**src/rtl/mul_server.sv**
```systemverilog
// +----------------------------------------------------------------------------
// | mul_server : round-robin front end sharing one fixed-latency multiplier
// |              core among NCLI clients, with per-client result slots.
// | Revision   : 1.0
// +----------------------------------------------------------------------------
`default_nettype none

module mul_server #(
  parameter int DWIDTH = 64,
  parameter int NCLI   = 4,
  parameter int LAT    = 5
) (
  input  logic                     clk,
  input  logic                     rst_n,
  input  logic [NCLI-1:0]          req_valid,
  output logic [NCLI-1:0]          req_ready,
  input  logic [NCLI*DWIDTH-1:0]   req_a,
  input  logic [NCLI*DWIDTH-1:0]   req_b,
  output logic [NCLI-1:0]          resp_valid,
  input  logic [NCLI-1:0]          resp_ready,
  output logic [NCLI*DWIDTH-1:0]   resp_y,
  output logic                     core_in_valid,
  output logic [DWIDTH-1:0]        core_a,
  output logic [DWIDTH-1:0]        core_b,
  input  logic                     core_out_valid,
  input  logic [DWIDTH-1:0]        core_y,
  output logic                     err,
  output logic [31:0]              op_count
);

  localparam int IW = (NCLI > 1) ? $clog2(NCLI) : 1;
  localparam int GW = $clog2(LAT + 1);

  logic [NCLI-1:0]        r_busy;
  logic [IW-1:0]          r_rr_ptr;
  logic                   r_core_in_valid;
  logic [IW-1:0]          r_core_id;
  logic [DWIDTH-1:0]      r_core_a;
  logic [DWIDTH-1:0]      r_core_b;
  logic [LAT-1:0]         r_tag_v;
  logic [IW-1:0]          r_tag_id [LAT];
  logic [GW-1:0]          r_guard;
  logic [NCLI-1:0]        r_resp_valid;
  logic [NCLI*DWIDTH-1:0] r_resp_y;
  logic                   r_err;
  logic [31:0]            r_op_count;

  logic [NCLI-1:0]        w_elig;
  logic [NCLI-1:0]        w_grant;
  logic                   w_gnt_any;
  logic [IW-1:0]          w_gnt_id;
  logic [IW:0]            w_sum;
  logic                   w_head_v;
  logic [IW-1:0]          w_head_id;
  logic                   w_deliver;
  logic                   w_err_set;

  assign w_elig = req_valid & ~r_busy;

  // Round-robin search upward from r_rr_ptr; first eligible client wins.
  always_comb begin
    w_gnt_any = 1'b0;
    w_gnt_id  = '0;
    w_sum     = '0;
    w_grant   = '0;
    for (int k = 0; k < NCLI; k++) begin
      w_sum = {1'b0, r_rr_ptr} + (IW+1)'(k);
      if (w_sum >= (IW+1)'(NCLI)) w_sum = w_sum - (IW+1)'(NCLI);
      if (!w_gnt_any && w_elig[w_sum[IW-1:0]]) begin
        w_gnt_any = 1'b1;
        w_gnt_id  = w_sum[IW-1:0];
      end
    end
    w_grant[w_gnt_id] = w_gnt_any & rst_n;
  end

  assign w_head_v  = r_tag_v[LAT-1];
  assign w_head_id = r_tag_id[LAT-1];
  assign w_deliver = core_out_valid & w_head_v;
  // Stray core results are tolerated while the guard drains after reset.
  assign w_err_set = (core_out_valid & ~w_head_v & (r_guard == '0)) |
                     (~core_out_valid & w_head_v);

  always_ff @(posedge clk or negedge rst_n) begin
    if (!rst_n) begin
      r_busy          <= '0;
      r_rr_ptr        <= '0;
      r_core_in_valid <= 1'b0;
      r_core_id       <= '0;
      r_core_a        <= '0;
      r_core_b        <= '0;
      r_tag_v         <= '0;
      for (int j = 0; j < LAT; j++) r_tag_id[j] <= '0;
      r_guard         <= GW'(LAT);
      r_resp_valid    <= '0;
      r_resp_y        <= '0;
      r_err           <= 1'b0;
      r_op_count      <= '0;
    end else begin
      r_core_in_valid <= w_gnt_any;
      if (w_gnt_any) begin
        r_core_id  <= w_gnt_id;
        r_core_a   <= req_a[w_gnt_id*DWIDTH +: DWIDTH];
        r_core_b   <= req_b[w_gnt_id*DWIDTH +: DWIDTH];
        r_rr_ptr   <= (w_gnt_id == IW'(NCLI-1)) ? '0 : w_gnt_id + 1'b1;
        r_op_count <= r_op_count + 32'd1;
      end

      // Tags enter with the core strobe so the head meets core_out_valid.
      for (int j = LAT-1; j > 0; j--) begin
        r_tag_v[j]  <= r_tag_v[j-1];
        r_tag_id[j] <= r_tag_id[j-1];
      end
      r_tag_v[0]  <= r_core_in_valid;
      r_tag_id[0] <= r_core_id;

      if (r_guard != '0) r_guard <= r_guard - 1'b1;
      if (w_err_set) r_err <= 1'b1;

      for (int i = 0; i < NCLI; i++) begin
        if (w_grant[i]) begin
          r_busy[i] <= 1'b1;
        end else if (r_resp_valid[i] && resp_ready[i]) begin
          r_busy[i] <= 1'b0;
        end
        if (w_deliver && (w_head_id == IW'(i))) begin
          r_resp_valid[i]                <= 1'b1;
          r_resp_y[i*DWIDTH +: DWIDTH]   <= core_y;
        end else if (r_resp_valid[i] && resp_ready[i]) begin
          r_resp_valid[i] <= 1'b0;
        end
      end
    end
  end

  assign req_ready     = w_grant;
  assign resp_valid    = r_resp_valid;
  assign resp_y        = r_resp_y;
  assign core_in_valid = r_core_in_valid;
  assign core_a        = r_core_a;
  assign core_b        = r_core_b;
  assign err           = r_err;
  assign op_count      = r_op_count;

endmodule

`default_nettype wire
```
**config.mk**
```make
export PLATFORM = sky130hd
export DESIGN_NAME = mul_server
export DESIGN_NICKNAME = d
export VERILOG_FILES = /design/src/rtl/mul_server.sv
export SDC_FILE = /design/constraint.sdc
export NUM_CORES = 1
export LEC_CHECK = 0
export CORE_AREA = 2 2 397 399
export CTS_BUF_LIST = sky130_fd_sc_hd__clkbuf_16
export DETAILED_ROUTE_END_ITERATION = 6
export DIE_AREA = 0 0 399 401
export GPL_ROUTABILITY_DRIVEN = 0
export SLEW_MARGIN = 20
export SYNTH_ARGS = -nofsm -noshare
export SYNTH_HDL_FRONTEND = slang
export SYNTH_SLANG_ARGS = --single-unit
```
**constraint.sdc**
```tcl
create_clock -name clk -period 2.06 [get_ports clk]
set_input_delay 0.206 -clock clk [delete_from_list [all_inputs] [get_ports clk]]
set_output_delay 0.206 -clock clk [all_outputs]
set_load 0.05 [all_outputs]
```
==> summary.txt, run 1 <==
Outcome
  • Status: finished with violations
  • Violated checks: setup timing

Global routing
  • Largest net degree at the start of global routing: 138
  • Total GRT Usage: 0.154
  • GRT met2 Usage: 0.256
  • Grt ovf: 0
  • Initial antenna violation count: 88
  • First-pass GRT wire length: 169,000 um
  • Grt met3 use: 0.0735
  • Vias in the first global route: 19.0k
  • Routing usage on met1: 0.171
  • Global routing's busiest layer: met2

Synth
  • Largest area contributor in the netlist: dfrtp_1
  • Flops & latches, synth: 448
  • Post-synthesis cell area: 20,600 um^2
  • Syn Inst Count: 1,476
  • Yosys Warn Count: 0
  • Syn nets: 2,066
  • Ranking of synthesized cells by area: dfrtp_1 (54%), mux2_2 (14%), mux2i_1 (12%)
  • Most used DFF post-synth: dfrtp_1
  • Syn Area/Cell: 14.0 um^2
  • Async set or reset register ratio after synthesis: 1.00
  • Post-synth top area share: 0.541
  • Post-synth EDFFs: 0
  • Register area share after synthesis: 0.544
  • Post-synthesis cell type count: 45

Timing
  • Max Slew Vio Count: 0
  • Worst slew pin tran: 0.740 ns
  • Final Setup Violations: 132
  • RSZ-0062 raised after global routing: true
  • Worst slew margin: 0.507
  • Final period utilization: 1.26
  • Final Critical Period: 2.60 ns
  • Slack of the critical path: -0.541 ns
  • FMAX: 0.384 GHz
  • Hold Fails Final Rpt: 0
  • Min Hold Slack: 0.165 ns
  • Worst Skew: 0.0235 ns

Worst setup path
  • Crit path capture type: output pin
  • Slowest CP cell: or4b_4
  • Slowest stage delay, CP: 0.59 ns
  • Worst path top cell family by delay: simple AND/OR/NAND/NOR gates
  • Crit Path Max Fanout: 4
  • Crit path kind: flop to output pin
  • CP arrival: 2.40 ns
  • Startpoint types: flop
  • Critical path required time: 1.85 ns
  • Buf/Inv on CP: 1
  • CP Cell Sequence: or4b_4, o21ai_4, nor3_4, nor4_4, buf_12

Drt
  • Vias per cell: 3.78
  • Iter 0 DRT Violations: 896
  • Post-Route WL: 129,000 um
  • Post-route ant nets: 0
  • DR WL/cell: 27.0 um
  • Residual DRC: 0
  • Router iterations before antenna repair: 5
  • Vias: 18.0k

CTS
  • CTS clk-pin slew, worst paths: 0.06 ns
  • Clock buffer depth: 3
  • CTS tree: built
  • CTS Root Cell: clkbuf_16
  • Clock sink total: 448
  • CTS Buf Count: 56
  • H-Tree Depth: 2
  • Latest clock arrival within the worst-skew pair: 0.66 ns

Floorplan
  • Die X: 399 um
  • Initial core utilization: 0.133
  • Row count: 145
  • Vert. Die Dim: 401 um
  • Io pins: 1,013
  • Core area: 156,000 um^2
  • Die area: 160,000 um^2

Run
  • Max cap viols: 0

Placement
  • Port Buf Inserts: 1,012
  • Hpwl dp: 104,000 um
  • Dpl cells: 4,576

Cells and area
  • Synth-to-layout area growth: 81.2%
  • Share of layout cells above drive strength 1: 0.307
  • FILL cells: 16.6k
  • Final Non-Filler Cells: 4,764
  • Nets: 3,219

Power and ir drop
  • Leak pwr: 16.1 nW
  • Total design power: 71.4 mW
  • Pwr dens: 1910 nW/um^2
  • Peak supply drop: 0.000762 V

Worst hold path
  • Min-delay worst type: input port to flop
## power by group
| group | leakage [nW] | internal, mW | total (mW) | switching (mW) |
|---|---|---|---|---|
| sequential | 5.30 | 13.1 | 15.6 | 2.44 |
| clock | 0.971 | 5.82 | 10.1 | 4.28 |
| combinational | 9.80 | 17.4 | 45.7 | 28.3 |
| total | 16.1 | 36.4 | 71.4 | 35.0 |
## cells in the final DEF (no fill, tap or decap), drive strengths merged, types with 4 or more instances in the layout
master,synthesis,final
xnor2,22,22
a21o,7,7
inv,9,30
clkdlybuf4s50,0,593
clkinv,0,16
nand3,13,13
dlygate4sd2,0,273
mux2,257,257
o21ai,5,5
nand4,11,11
xor2,11,11
diode,0,31
nand2b,6,6
nor2,139,139
nand2,21,21
and4,4,4
a221oi,128,128
buf,66,283
mux2i,256,256
dfrtp,446,446
clkbuf,37,58
bufinv,0,8
and3,5,5
nor3,9,9
dlymetal6s2s,0,46
## cell families after synthesis
logic type / count (synthesis) / share of synthesized area
muxes: 513 / 0.264
AOI/OAI and AO/OA: 146 / 0.0975
and+or+nand+nor: 221 / 0.0506
DFF: 448 / 0.544
adders and majority gates: 3 / 0.00182
xor gates and xnor gates: 33 / 0.0140
buffers and inverters: 112 / 0.0281
## through the flow
stage | area, um^2 | setup WS (ns) | TNS, ns | utilization
after detailed placement | 34200 | -0.731 | -54.64 | 0.220
after floorplan | 20700 | -0.0603 | -0.206 | -
after CTS | 37000 | -0.573 | -39.46 | 0.238
after global routing | 37300 | -0.615 | -51.14 | 0.240
final | 37400 | -0.541 | -41.26 | 0.240
after global placement | 34200 | -0.760 | -57.08 | 0.220
## worst register-to-register path, delay by kind of cell (launching register included)
kind | cells | cell delay [ns]
flops | 1 | 0.42
mux | 1 | 0.13
simple gates | 2 | 0.65
compound gates | 2 | 0.37
buf+inv | 6 | 0.86
## cells in the mapped netlist (4+ instances only)
cell      number
clkbuf_1      36
buf_6          4
and3_1         5
inv_1          8
nand3_1       13
xor2_1        11
a221oi_2     120
a221oi_1       8
dfrtp_1      446
and4_1         4
nand4_1       10
buf_2         42
buf_4         20
mux2i_1      256
mux2_2       257
nand2b_1       6
nor2_1       137
nor3_1         6
a21o_1         7
nand2_1       21
xnor2_1       22
## registers in the layout, indices dropped and copies added (netlist names)
register	count
core_a	64
core_b	64
core_in_valid	1
err	1
op_count	32
r_busy	4
r_core_id	2
r_guard	3
r_rr_ptr	2
r_tag_id	8
r_tag_v	5
resp_valid	4
resp_y	256
w_head_id	2
## what timing repair did
action	in CTS	in global routing
resized for setup	415	134
hold buffers	1	0
setup endpoints to repair	405	185
endpoints found under the hold margin	260	0
pin swaps	88	61
buffers inserted	39	23
cloned	18	3
## per-layer routing
layer | vias to the layer above | wire, um
li1 | 7847 | -
met1 | 9046 | 47700
met2 | 859 | 62100
met3 | 215 | 14700
met4 | 48 | 3950
met5 | - | 324
## worst paths after layout
| check | start | to | slack [ns] | cells past startpoint |
|---|---|---|---|---|
| worst max-delay path | r_rr_ptr[1] | req_ready[2] | -0.54 | 5 |
| worst min-delay path | resp_ready[0] | resp_valid[0] | 0.16 | 3 |
| worst max register to register | r_rr_ptr[1] | core_a[31] | -0.45 | 11 |
| worst min register to register | r_tag_id[6] | r_tag_id[4] | 0.35 | 0 |
| max in group asynchronous | rst_n | core_b[62] | 0.94 | 4 |
| min in group asynchronous | rst_n | r_rr_ptr[0] | 0.24 | 3 |
## cell type report
| type | count | area (um^2) | share of cell area |
|---|---|---|---|
| well taps | 2058 | 2570 | 0.0689 |
| inverters | 9 | 60.1 | 0.00161 |
| multi-input cells | 916 | 9310 | 0.249 |
| diodes | 31 | 77.6 | 0.00208 |
| repair buffers | 1198 | 12300 | 0.329 |
| clock inverters | 48 | 448 | 0.0120 |
| flip-flops and latches | 448 | 11200 | 0.300 |
| clock buffers | 56 | 1400 | 0.0375 |
Power figures use the tool's default switching activity.
==> run 2: changes to the inputs <==
Settings changed: RECOVER_POWER set to 25.
==> run 2 against run 1 <==
Effect of this change:
- the flow finishes with violations (capacitance limit, slew limit, setup timing)
- critical path depth stayed put
- sequential cell count stayed put
- sequential power hardly changed
- clock power hardly changed
- critical endpoint unchanged
- hold slack hardly changed
- sequential share of layout area hardly changed
- register-to-register slack hardly changed
- first-iteration DRC count is 2.1% lower
- non-clock buffer count stayed put
==> summary.txt, run 2 (synthesis results as in run 1) <==
Outcome
  • Status: finished with violations
  • Violated checks: capacitance limit, slew limit, setup timing

Timing
  • RSZ-0062 raised after global routing: true
  • Max Slew Vio Count: 138 (+138)
  • Hold Fails Final Rpt: 0 (unchanged)
  • Final period utilization: 1.26 (about the same)
  • Worst slew pin tran: 1.73 ns (+0.994 ns)
  • Worst Skew: 0.0235 ns (-0.0000266 ns)
  • Final Critical Period: 2.60 ns (-0.000537 ns)
  • Slack of the critical path: -0.541 ns (+0.000537 ns)
  • Worst slew margin: -0.156 (-0.663)
  • FMAX: 0.385 GHz (about the same)
  • Final Setup Violations: 188 (+42%)

Worst setup path
  • CP arrival: 2.39 ns (about the same)
  • Critical path required time: 1.85 ns (about the same)
  • Crit path capture type: output pin
  • Worst reg-to-reg setup slack: -0.45 ns (about the same)
  • R2r endpoint: core_a[31]
  • Crit path kind: flop to output pin
  • Worst reg2reg path depth: 11 (unchanged)
  • Startpoint types: flop
  • RR Startpoint: r_rr_ptr[1]
  • Crit Path Max Fanout: 4 (unchanged)

Worst hold path
  • Min-delay worst type: input port to flop
  • Hold path endpoint: resp_valid[0]
  • Min-Delay Path Depth: 3 (unchanged)
  • HP Start: resp_ready[0]

Cells and area
  • Share of layout cells above drive strength 1: 0.306 (-0.00112)
  • Commonest non-fill, non-tap cell in the layout: clkdlybuf4s50_1
  • FF+latch area: 11,200 um^2 (unchanged)
  • Area of the multi-input gates: 9310 um^2 (unchanged)
  • Nets: 3,219 (unchanged)
  • Synth-to-layout area growth: 80.9%
  • Most frequent cells in the layout: clkdlybuf4s50_1 (593), dfrtp_1 (443), dlygate4sd2_1 (273)
  • Max FFs per register: 256 (unchanged)
  • FILL cells: 16.7k (+0.090%)
  • Final Non-Filler Cells: 4,766 (+0.042%)

Floorplan
  • Die X: 399 um (unchanged)
  • Vert. Die Dim: 401 um (unchanged)
  • Row count: 145 (unchanged)
  • Io pins: 1,013 (unchanged)
  • Initial core utilization: 0.133 (unchanged)
  • Core area: 156,000 um^2 (unchanged)
  • Die area: 160,000 um^2 (unchanged)

Drt
  • Post-Route WL: 129,000 um (about the same)
  • Post-route ant nets: 0 (unchanged)
  • Vias per cell: 3.78 (about the same)
  • Vias: 18.0k (+0.12%)
  • Residual DRC: 0 (unchanged)
  • Iter 0 DRT Violations: 877 (-2.1%)
  • Router iterations before antenna repair: 5 (unchanged)
  • DR WL/cell: 27.0 um (about the same)

CTS
  • Latest clock arrival within the worst-skew pair: 0.66 ns (about the same)
  • CTS Root Cell: clkbuf_16
  • Clock buffer depth: 3 (unchanged)
  • H-Tree Depth: 2 (unchanged)
  • CTS Buf Count: 56 (unchanged)
  • Clock sink total: 448 (unchanged)
  • CTS clk-pin slew, worst paths: 0.06 ns (about the same)
  • CTS tree: built

Power and ir drop
  • Total design power: 71.4 mW (about the same)
  • Pwr dens: 1910 nW/um^2 (+0.10%)
  • Leak pwr: 16.0 nW (-0.19%)
  • Peak supply drop: 0.000765 V (+0.40%)

Run
  • Max cap viols: 1 (+1)

Placement
  • Dpl cells: 4,576 (unchanged)
  • Port Buf Inserts: 1,012 (unchanged)
  • Hpwl dp: 104,000 um (unchanged)

Global routing
  • Largest net degree at the start of global routing: 138 (unchanged)
  • Initial antenna violation count: 88 (unchanged)
  • First-pass GRT wire length: 169,000 um (unchanged)
  • Total GRT Usage: 0.154 (unchanged)
  • Grt ovf: 0 (unchanged)
  • Vias in the first global route: 19.0k (unchanged)
## run 2: routing by layer
layer | track usage | vias to the layer above | part of all wire
li1 | - | 7852 | -
met1 | 0.171 | 9062 | 0.37
met4 | 0.0511 | 48 | 0.029
met2 | 0.256 | 859 | 0.48
met3 | 0.0735 | 215 | 0.11
met5 | 0 | - | 0.0025
## run 2: worst max path at each step
stage	start	end	slack, ns	cells past startpoint
floorplan	r_rr_ptr[1]	req_ready[1]	-0.06	6
global placement	req_valid[2]	core_a[10]	-0.76	10
detailed placement	req_valid[2]	core_a[10]	-0.73	9
CTS	r_rr_ptr[0]	req_ready[2]	-0.57	5
global route	r_rr_ptr[1]	req_ready[1]	-0.61	6
finish	r_rr_ptr[1]	req_ready[2]	-0.54	5
## run 2: report_power, final
part           internal, mW  total, mW  switching [mW]
combinational          17.4       45.7            28.3
clock                  5.82       10.1            4.27
sequential             13.1       15.6            2.45
## run 2: repair_timing
item                                    in CTS  in global routing
setup buffers                               39                 23
hold buffers                                 1                  0
hold endpoints to repair                   260                  0
pin swaps                                   88                 61
gates resized for setup                    415                134
gates cloned                                18                  3
endpoints found under the setup margin     405                185
## run 2: cell type report
cell class                      count  area share
Multi-Input combinational cell    916       0.249
Timing Repair Buffer             1198       0.328
Inverter                            9     0.00161
Tap cell                         2058      0.0690
Antenna cell                       33     0.00221
Sequential cell                   448       0.301
Clock buffer                       56      0.0376
Clock inverter                     48      0.0120
## run 2: stage by stage
stage | setup WS, ns | hold slack (ns) | setup TNS [ns] | util | instance area (um^2)
final | -0.541 | 0.164 | -49.14 | 0.240 | 37300
after global routing | -0.615 | 0.147 | -84.02 | 0.239 | 37300
after CTS | -0.573 | 0.103 | -39.46 | 0.238 | 37000
after global placement | -0.760 | 0.322 | -57.08 | 0.220 | 34200
after detailed placement | -0.731 | 0.321 | -54.64 | 0.220 | 34200
after floorplan | -0.0603 | -0.0896 | -0.206 | - | 20700
## run 2: critical path, stage by stage (launching register included)
cell     delay (ns)
dfrtp_2        0.42
or4b_4         0.59
o21ai_4        0.10
nor3_4         0.09
nor4_4         0.35
buf_12         0.20
==> run 3: changes to the inputs <==
Settings changed: PLACE_DENSITY set to 0.44.
==> run 3 against run 2 <==
Effect of this change:
- the flow still finishes with violations (capacitance limit, slew limit, setup timing)
- clock skew down 0.0098 ns
- power down 1.5%
- register-to-register slack worse by 0.07 ns
- maximum frequency down 1.8%
- non-clock buffer count up 25
- combinational power down 2%
- die area unchanged
- hold slack worse by 0.0054 ns
- design area down 0.71%
- critical path type unchanged
- critical endpoint is now req_ready[1]
==> summary.txt, run 3 (synthesis results as in run 1) <==
Timing
  • Final Setup Violations: 135 (-28%)
  • Max Slew Vio Count: 28 (-80%)
  • Min Hold Slack: 0.159 ns (-0.00540 ns)
  • Worst Skew: 0.0137 ns (-0.00978 ns)
  • FMAX: 0.378 GHz (-1.8%)
  • Hold Fails Final Rpt: 0 (unchanged)
  • Final period utilization: 1.29 (+0.0233)
  • Worst slew margin: -0.0449 (+0.111)
  • Worst slew pin tran: 1.57 ns (-0.167 ns)
  • Final Critical Period: 2.65 ns (+0.0481 ns)
  • RSZ-0062 raised after global routing: true
  • Slack of the critical path: -0.589 ns (-0.0481 ns)

Floorplan
  • Initial core utilization: 0.133 (unchanged)
  • Io pins: 1,013 (unchanged)
  • Row count: 145 (unchanged)
  • Die area: 160,000 um^2 (unchanged)
  • Core area: 156,000 um^2 (unchanged)
  • Vert. Die Dim: 401 um (unchanged)
  • Die X: 399 um (unchanged)

Cells and area
  • Max FFs per register: 256 (unchanged)
  • Commonest non-fill, non-tap cell in the layout: clkdlybuf4s50_1
  • FF+latch area: 11,200 um^2 (about the same)
  • Final Non-Filler Cells: 4,776 (+0.21%)
  • Most frequent cells in the layout: clkdlybuf4s50_1 (585), dfrtp_1 (444), dlygate4sd2_1 (354)
  • FILL cells: 16.8k (+0.58%)
  • Nets: 3,246 (+0.84%)
  • Design area: 37,100 um^2 (-0.71%)
  • Share of layout cells above drive strength 1: 0.286 (-0.0200)
  • Area of the multi-input gates: 8980 um^2 (-3.5%)
  • Synth-to-layout area growth: 79.6%

Worst setup path
  • Crit path top cell by count: buf_12
  • Critical path required time: 1.85 ns (about the same)
  • Slowest stage delay, CP: 0.58 ns (about the same)
  • Worst path top cell family by delay: simple AND/OR/NAND/NOR gates
  • CP Cell Sequence: or4b_4, o21ai_4, nor2_4, buf_12, buf_8, nor3b_4, buf_12
  • CP arrival: 2.44 ns (+0.05 ns)
  • Crit Path Max Fanout: 4 (unchanged)
  • Crit path kind: flop to output pin
  • Slowest CP cell: or4b_4
  • Buf/Inv on CP: 3 (+2)
  • Crit path capture type: output pin
  • Startpoint types: flop

Global routing
  • Routing usage on met1: 0.165 (-0.00531)
  • Grt met3 use: 0.0600 (-0.0135)
  • Initial antenna violation count: 41 (-53%)
  • Global routing's busiest layer: met2
  • Total GRT Usage: 0.143 (-0.0109)
  • GRT met2 Usage: 0.234 (-0.0215)
  • Largest net degree at the start of global routing: 96 (-30%)
  • Vias in the first global route: 18.6k (-1.8%)
  • Grt ovf: 0 (unchanged)
  • First-pass GRT wire length: 159,000 um (-5.8%)

CTS
  • H-Tree Depth: 2 (unchanged)
  • Clock buffer depth: 3 (unchanged)
  • CTS Buf Count: 58 (+3.6%)
  • CTS clk-pin slew, worst paths: 0.06 ns (about the same)
  • CTS Root Cell: clkbuf_16
  • Clock sink total: 448 (unchanged)
  • CTS tree: built
  • Latest clock arrival within the worst-skew pair: 0.66 ns (about the same)

Placement
  • Hpwl dp: 93,100 um (-10%)
  • Dpl cells: 4,607 (+0.68%)
  • Port Buf Inserts: 1,012 (unchanged)
  • Placed inst area: 34,500 um^2 (+0.88%)
  • Worst setup slack after placement: -0.452 ns (+0.279 ns)

Power and ir drop
  • Leak pwr: 15.8 nW (-1.5%)
  • Total design power: 70.3 mW (-1.5%)
  • Pwr dens: 1900 nW/um^2 (-0.79%)
  • Peak supply drop: 0.000738 V (-3.5%)

Run
  • Max cap viols: 1 (unchanged)

Drt
  • Vias: 17.6k (-2.3%)
  • Post-Route WL: 120,000 um (-6.8%)
  • Iter 0 DRT Violations: 791 (-9.8%)
  • Vias per cell: 3.69 (-2.5%)
  • DR WL/cell: 25.2 um (-7.0%)
  • Router iterations before antenna repair: 4 (-1)
  • Post-route ant nets: 0 (unchanged)
  • Residual DRC: 0 (unchanged)

Outcome
  • Status: finished with violations
  • Violated checks: capacitance limit, slew limit, setup timing

Worst hold path
  • Min-delay worst type: input port to flop
[run 3: per-layer routing]
metal | wire, um | share of wire | vias to the layer above
met5 | 52 | 0.00043 | -
met4 | 3240 | 0.027 | 8
met3 | 12400 | 0.10 | 149
met2 | 57300 | 0.48 | 793
met1 | 47100 | 0.39 | 8807
li1 | - | - | 7867
[run 3: cell type report]
cell class / instances / share of cell area
antenna: 17 / 0.00115
clock buffer: 59 / 0.0398
inverter: 9 / 0.00105
timing repair buffer: 1223 / 0.334
tap: 2058 / 0.0695
multi-input combinational: 916 / 0.242
clock inverter: 46 / 0.00989
sequential: 448 / 0.303
[run 3: final timing paths]
kind / cells past startpoint / slack [ns] / end / start
hold / removal: 2 / 0.16 / resp_valid[3] / resp_ready[3]
setup / recovery: 7 / -0.59 / req_ready[1] / r_busy[0]
setup reg to reg: 9 / -0.52 / core_b[63] / r_busy[0]
min in group asynchronous: 3 / 0.23 / resp_y[94] / rst_n
hold reg to reg: 0 / 0.35 / w_head_id[0] / r_tag_id[2]
max in group asynchronous: 4 / 0.27 / core_b[0] / rst_n
[run 3: timing repair]
| action | 4_1_cts | 5_1_grt |
|---|---|---|
| buffers inserted | 23 | 9 |
| setup endpoints to repair | 495 | 141 |
| pin swaps | 8 | 60 |
| gates cloned | 12 | 9 |
| hold buffers | 2 | 0 |
| endpoints found under the hold margin | 312 | 0 |
| gates resized for setup | 409 | 40 |
[run 3: through the flow]
step,TNS (ns),util
5_1_grt,-65.26,0.238
6_report,-54.19,0.238
4_1_cts,-61.77,0.236
3_3_place_gp,-58.18,0.222
2_1_floorplan,-0.206,-
3_5_place_dp,-49.97,0.222
[run 3: worst reg2reg max path, stage by stage, from the launching register on]
cell and delay [ns]:
dfrtp_1 0.41, or4b_4 0.58, o21ai_4 0.10, nor2_4 0.06, buf_12 0.13, buf_4 0.24
bufbuf_16 0.44, buf_4 0.15, mux2i_1 0.13, a221oi_2 0.27
[run 3: where the power goes]
part | internal (mW) | leakage (nW) | switching, mW
clock network | 5.68 | 0.929 | 4.38
registers | 13.1 | 5.31 | 2.40
logic | 16.6 | 9.57 | 28.2
